[src/rtl/random_word_collector.sv]
// Random word collector: packs qualified random bits MSB-first into WIDTH-bit
// words, hands them out over valid/ready, counts words lost to back-pressure
// and runs a repetition-count health test that latches a stuck flag.
module random_word_collector #(
  parameter int unsigned WIDTH     = 8,
  parameter int unsigned EDGE_MODE = 1,
  parameter int unsigned REP_LIMIT = 16,
  parameter int unsigned DROP_W    = 8
) (
  input  logic              clk,
  input  logic              rst,
  input  logic              bit_valid,
  input  logic              bit_in,
  output logic [WIDTH-1:0]  word,
  output logic              word_valid,
  input  logic              word_ready,
  output logic              overrun,
  output logic [DROP_W-1:0] drop_count,
  output logic              stuck
);

  localparam int unsigned CntW = (WIDTH > 1) ? $clog2(WIDTH) : 1;
  localparam int unsigned RunW = 8;
  localparam logic [CntW-1:0] LastCnt  = CntW'(WIDTH - 1);
  localparam logic [RunW-1:0] RepLimit = RunW'(REP_LIMIT);
  localparam bit EdgeQual = (EDGE_MODE != 0);

  // The shift register only needs WIDTH-1 bits: the final bit arrives directly from bit_in.
  logic [WIDTH-2:0]  shift_q, shift_d;
  logic [CntW-1:0]   cnt_q, cnt_d;
  logic [RunW-1:0]   run_q, run_d;
  logic              last_bit_q, last_bit_d;
  logic              prev_valid_q;
  logic [WIDTH-1:0]  word_q, word_d;
  logic              word_valid_q, word_valid_d;
  logic              overrun_q, overrun_d;
  logic [DROP_W-1:0] drop_q, drop_d;
  logic              stuck_q, stuck_d;

  logic              accept;
  logic              trip;
  logic              complete;
  logic [RunW-1:0]   run_next;
  logic [WIDTH-1:0]  new_word;

  // Qualify incoming bits, run the health test and build the next state.
  always_comb begin
    shift_d      = shift_q;
    cnt_d        = cnt_q;
    run_d        = run_q;
    last_bit_d   = last_bit_q;
    word_d       = word_q;
    word_valid_d = word_valid_q;
    overrun_d    = overrun_q;
    drop_d       = drop_q;
    stuck_d      = stuck_q;

    if (EdgeQual) begin
      accept = ~stuck_q & prev_valid_q & ~bit_valid;
    end else begin
      accept = ~stuck_q & bit_valid;
    end

    // run_q == 0 only before the first accept after reset.
    if ((run_q == '0) || (bit_in != last_bit_q)) begin
      run_next = RunW'(1);
    end else begin
      run_next = run_q + RunW'(1);
    end

    trip     = accept && (run_next == RepLimit);
    complete = accept && !trip && (cnt_q == LastCnt);
    new_word = {shift_q, bit_in};

    if (accept) begin
      run_d      = run_next;
      last_bit_d = bit_in;
      if (trip) begin
        // Tripping the health test discards the partial word.
        stuck_d = 1'b1;
        cnt_d   = '0;
        shift_d = '0;
      end else begin
        shift_d = new_word[WIDTH-2:0];
        cnt_d   = complete ? '0 : cnt_q + CntW'(1);
      end
    end

    if (complete) begin
      if (!word_valid_q || word_ready) begin
        word_d       = new_word;
        word_valid_d = 1'b1;
      end else begin
        overrun_d = 1'b1;
        if (drop_q != '1) begin
          drop_d = drop_q + DROP_W'(1);
        end
      end
    end else if (word_valid_q && word_ready) begin
      word_valid_d = 1'b0;
    end
  end

  // State registers with synchronous reset taking priority over everything.
  always_ff @(posedge clk) begin
    if (rst) begin
      shift_q      <= '0;
      cnt_q        <= '0;
      run_q        <= '0;
      last_bit_q   <= 1'b0;
      prev_valid_q <= 1'b0;
      word_q       <= '0;
      word_valid_q <= 1'b0;
      overrun_q    <= 1'b0;
      drop_q       <= '0;
      stuck_q      <= 1'b0;
    end else begin
      shift_q      <= shift_d;
      cnt_q        <= cnt_d;
      run_q        <= run_d;
      last_bit_q   <= last_bit_d;
      prev_valid_q <= bit_valid;
      word_q       <= word_d;
      word_valid_q <= word_valid_d;
      overrun_q    <= overrun_d;
      drop_q       <= drop_d;
      stuck_q      <= stuck_d;
    end
  end

  assign word       = word_q;
  assign word_valid = word_valid_q;
  assign overrun    = overrun_q;
  assign drop_count = drop_q;
  assign stuck      = stuck_q;

endmodule

[config.mk]
export PLATFORM = sky130hd
export DESIGN_NAME = random_word_collector
export DESIGN_NICKNAME = d
export VERILOG_FILES = /design/src/rtl/random_word_collector.sv
export SDC_FILE = /design/constraint.sdc
export NUM_CORES = 1
export LEC_CHECK = 0
export ABC_AREA = 0
export BUFFER_PORTS_ARGS = -buffer_cell sky130_fd_sc_hd__buf_2
export CORE_MARGIN = 3
export CORE_UTILIZATION = 61
export CTS_CLUSTER_SIZE = 12
export DETAILED_ROUTE_END_ITERATION = 8
export HOLD_SLACK_MARGIN = 0.1
export PLACE_DENSITY = 0.84
export SYNTH_ARGS = -nofsm -noshare
export SYNTH_HDL_FRONTEND = slang
export SYNTH_SLANG_ARGS = --single-unit
[constraint.sdc]
create_clock -name clk -period 6.4 [get_ports clk]
set_clock_uncertainty 0.05 [all_clocks]
set_input_delay 0.96 -clock clk [delete_from_list [all_inputs] [get_ports clk]]
set_output_delay 0.96 -clock clk [all_outputs]
set_load 0.01 [all_outputs]
### Word level (Yosys, flattened, before mapping)

Index checks and enable logic that the tools add are counted.
Widths: inputs -> output; s select.

* output and inout port bits: 19
* logic and storage cells: 45
* bits in registers: 39
* bits of input ports: 5

* reductions and logical operators: 15
* multiplexer cells: 7
* eq/ne operators: 5
* bitwise gates (word level): 5
* add/sub/neg operators: 3

Operators with widths (number)
* $add 8x1->8 const B: 2
* $eq 8x5->1 const B: 1
* $logic_not 8->1: 1
* $mux 8: 1
* $ne 8x8->1 const B: 1
* $reduce_and 2->1: 4
* $mux 7: 1
* $mux 3: 2
* $logic_and 1x1->1: 4
* $add 3x1->3 const B: 1
* $eq 3x3->1 const B: 1
* $mux 1: 3
* $not 1->1: 3
* $reduce_and 3->1: 1
* $and 1x1->1: 2
* $logic_not 1->1: 2
* $logic_or 1x1->1: 2
* $ne 2x1->1 const B: 1
* $reduce_bool 2->1: 1
* $ne 1x1->1: 1

### Logic depth before layout (Yosys ltp)

* depth after elaboration: 10
* depth in mapped cells: 9

### Least setup slack after synthesis

No wires, ideal clock.

* path kind: input to register
* from: in bit_valid
* to: reg word_q[0], in the netlist word[0]
* arrival time: 2.412 ns
* path slack: 3.867 ns
* required time: 6.278 ns
* path buffers: 2
* stages: 7
* cells stage by stage: nand2b_1 > or2_2 > clkbuf_1 > a41oi_1 > and3_1 > buf_4 > mux2i_1

* longest elaborated chain between the ends: 7

RTL lines
* from (decl): line 12 `input logic bit_valid,`
* $not 1->1 *: line 59 `accept = ~stuck_q & prev_valid_q & ~bit_valid;`
* $and 1x1->1 *: line 59
* $logic_and 1x1->1: line 71 `trip = accept && (run_next == RepLimit);`
* $logic_not 1->1: line 72 `complete = accept && !trip && (cnt_q == LastCnt);`
* $logic_and 1x1->1 * (2 in a row): line 72
* $reduce_and 2->1 (no source line) *
* to (signal assigned): line 123 `word_q <= word_d;`
* to (decl): line 34 `logic [WIDTH-1:0] word_q, word_d;`

Every way passes the cells marked *; elsewhere a longest branch is shown, timed or not.
A chain may end at the register's enable or synchronous reset.

### Worst setup path after layout

* from: in bit_valid
* to: reg word_q[1], in the netlist word[1]

Same word-level chain as after synthesis.

==> out/metrics.cfg <==
[status]
status=finished, final reports clean

[global_route]
grt_usage_pct=19.9
grt_pass1_wl_um=5490
grt_max_degree=52
grt-ovfl-total=0
antenna_found_initial=0
grt_pass1_vias=1237

[power]
seqPwrFrac_pct=64.5
p_sw_uw=87.3
switching_share_pct=22.9
pwr-share-clk_pct=31.2
p_leak_uw=0.000751
combPwrFrac_pct=4.3
power_uw=380
ir_drop_mv=0.140
power_per_cell_area_nw_per_um2=189
internal_power_uw=293

[drt]
drt_iter0_drc=143
ant_nets=0
vias=1505
wl_per_cell_um=12.5
routed_wl_um=3320
vias_per_cell=5.66
firstDrtPassIters=4
drc=0

[cts]
cts.path.max_buffers=2
clk_pin_slew_worst_paths_ns=0.11
cts_setup_buffers=0
cts_root_buf=clkbuf_4
postCtsHoldBufs=0
cts_tree=built
cts_max_level=2
cts_made_buffers=5
cts_sinks=39
clock_latency_ns=0.34
cts.repair.resized=0

[timing]
hold_violations=0
max-slew-margin-rel_pct=50.6
setup_violations=0
fmax_mhz=393
rsz0062_at_grt=no
period_share_pct=39.7
worst_slew_pin_slew_ns=0.741
slew_violations=0
setup_tns_ns=0
period_minus_slack_ns=2.54
whs_ns=0.427

[setup_path]
crit_fanout=18
worstPathArrival_ns=2.77
startpoint=bit_valid
start_kind=input pin
worstPathRequired_ns=6.63
cp-end-kind=register
r2r-start=run_q[1]
crit_type=input pin to register

[logic_synthesis]
ys_async_sr_fraction_pct=0
synth_edf_count=0
syn_area_um2=1860
ys.warnings.count=0
ys_seq_area_share_pct=42.1
ys_ff_latch=39
ys_types=40
syn_nets=225
synthFlopType=dfxtp_1
syn_inst=215
synth.avg_cell_area_um2=8.63

[floorplan]
start_util_pct=65.6
num_io_pins=24
die_area_um2=3740
rows=19
die_x_um=61.2
core_area_um2=2830
fp.dieH_um=61.2

[placed_design]
dpl-instance-area_um2=1960
globalplace.congestion=0.881
post-place-cells=258
hpwl_um=2310
numPortBuffers=23

[finish]
fin_area_um2=2010
stdcell_count=266
final_cell_mix=dfxtp_1, nor2_1, buf_2
mostFrequentLayoutCell=dfxtp_1
antenna_cells=0
fillers=224
layout.nets=244
drive_gt1_share_pct=17.0
syn_to_final_growth_pct=8.23

[worst_hold_path]
hp-start=word[0]
hp-class=register to register

[job]
drv_cap=0

[cell usage after synthesis, types with 4 or more instances]
master	number	area [µm²]
o21ai_0	4	20.0
a22oi_1	9	67.6
nand2_1	15	56.3
dfxtp_1	39	781
nand2b_1	20	125
nor3_1	6	30.0
ha_1	5	62.6
nand3_1	5	25.0
nor2_1	30	113
a21oi_1	13	65.1
nor2b_1	4	25.0
mux2i_1	10	100
clkbuf_1	8	30.0
inv_1	5	18.8
[worst max-delay path, cell delays in order]
cell and delay (ns):
buf_2 0.10, nand2b_1 0.14, or2_2 0.42, a41oi_1 0.22
buf_4 0.23, and3_1 0.47, mux2i_1 0.23
[cells by family (layout without fill, tap and decap cells)]
logic type / Yosys count / in the layout / synth area share [%]
adder cells (fa/ha/maj): 5 / 5 / 3.37
AND/OR/NAND/NOR: 100 / 100 / 28.3
flip-flops: 39 / 39 / 42.1
XOR/XNOR: 5 / 5 / 2.36
buffers and inverters: 17 / 37 / 4.18
AO/OA/AOI/OAI: 36 / 36 / 12.5
multiplexers: 13 / 13 / 7.22
[path summary, 6_finish.rpt]
check / to / slack (ns) / depth (start not counted)
max: word[1] / 3.86 / 7
min: word[0] / 0.43 / 2
max reg2reg: word[1] / 4.08 / 8
min reg2reg: word[0] / 0.43 / 2
[layer usage]
| metal | up-vias | GRT usage (%) | wire length (µm) |
|---|---|---|---|
| met1 | 681 | 27.5 | 1670 |
| met5 | - | 0 | 0 |
| li1 | 788 | - | - |
| met2 | 30 | 28.4 | 1450 |
| met3 | 6 | 6.92 | 158 |
| met4 | 0 | 7.43 | 53 |
[power by group through the flow]
stage	Combinational [µW]	Sequential [µW]	Clock [µW]
2_1_floorplan	12.7	251	0
3_3_place_gp	16.5	251	0
3_5_place_dp	16.5	251	0
4_1_cts	16.7	245	122
5_1_grt	18.7	246	131
6_report	16.5	245	119
[stage by stage]
stage | setup WS [ns] | utilization, %
floorplan | 3.87 | -
global route | 3.70 | 71.0
global placement | 3.54 | 69.2
finish | 3.86 | 71.0
CTS | 3.86 | 71.0
detailed placement | 3.50 | 69.2
[state kept, by name, indices dropped and copies added, names as in the netlist]
register / cells
stuck: 1
overrun: 1
cnt_q: 3
drop_count: 8
shift_q: 7
run_q: 8
prev_valid_q: 1
last_bit_q: 1
word_valid: 1
word: 8
[area by class of cell]
cell class	count	area (µm²)	area share, %
clock inverter	1	5.00	0.249
timing repair buffer	24	123	6.11
tap	31	38.8	1.93
clock buffer	7	45.0	2.24
sequential	39	781	38.9
multi-input combinational	159	997	49.7
inverter	5	18.8	0.935
Note: power is estimated with default switching activity, not from simulation.
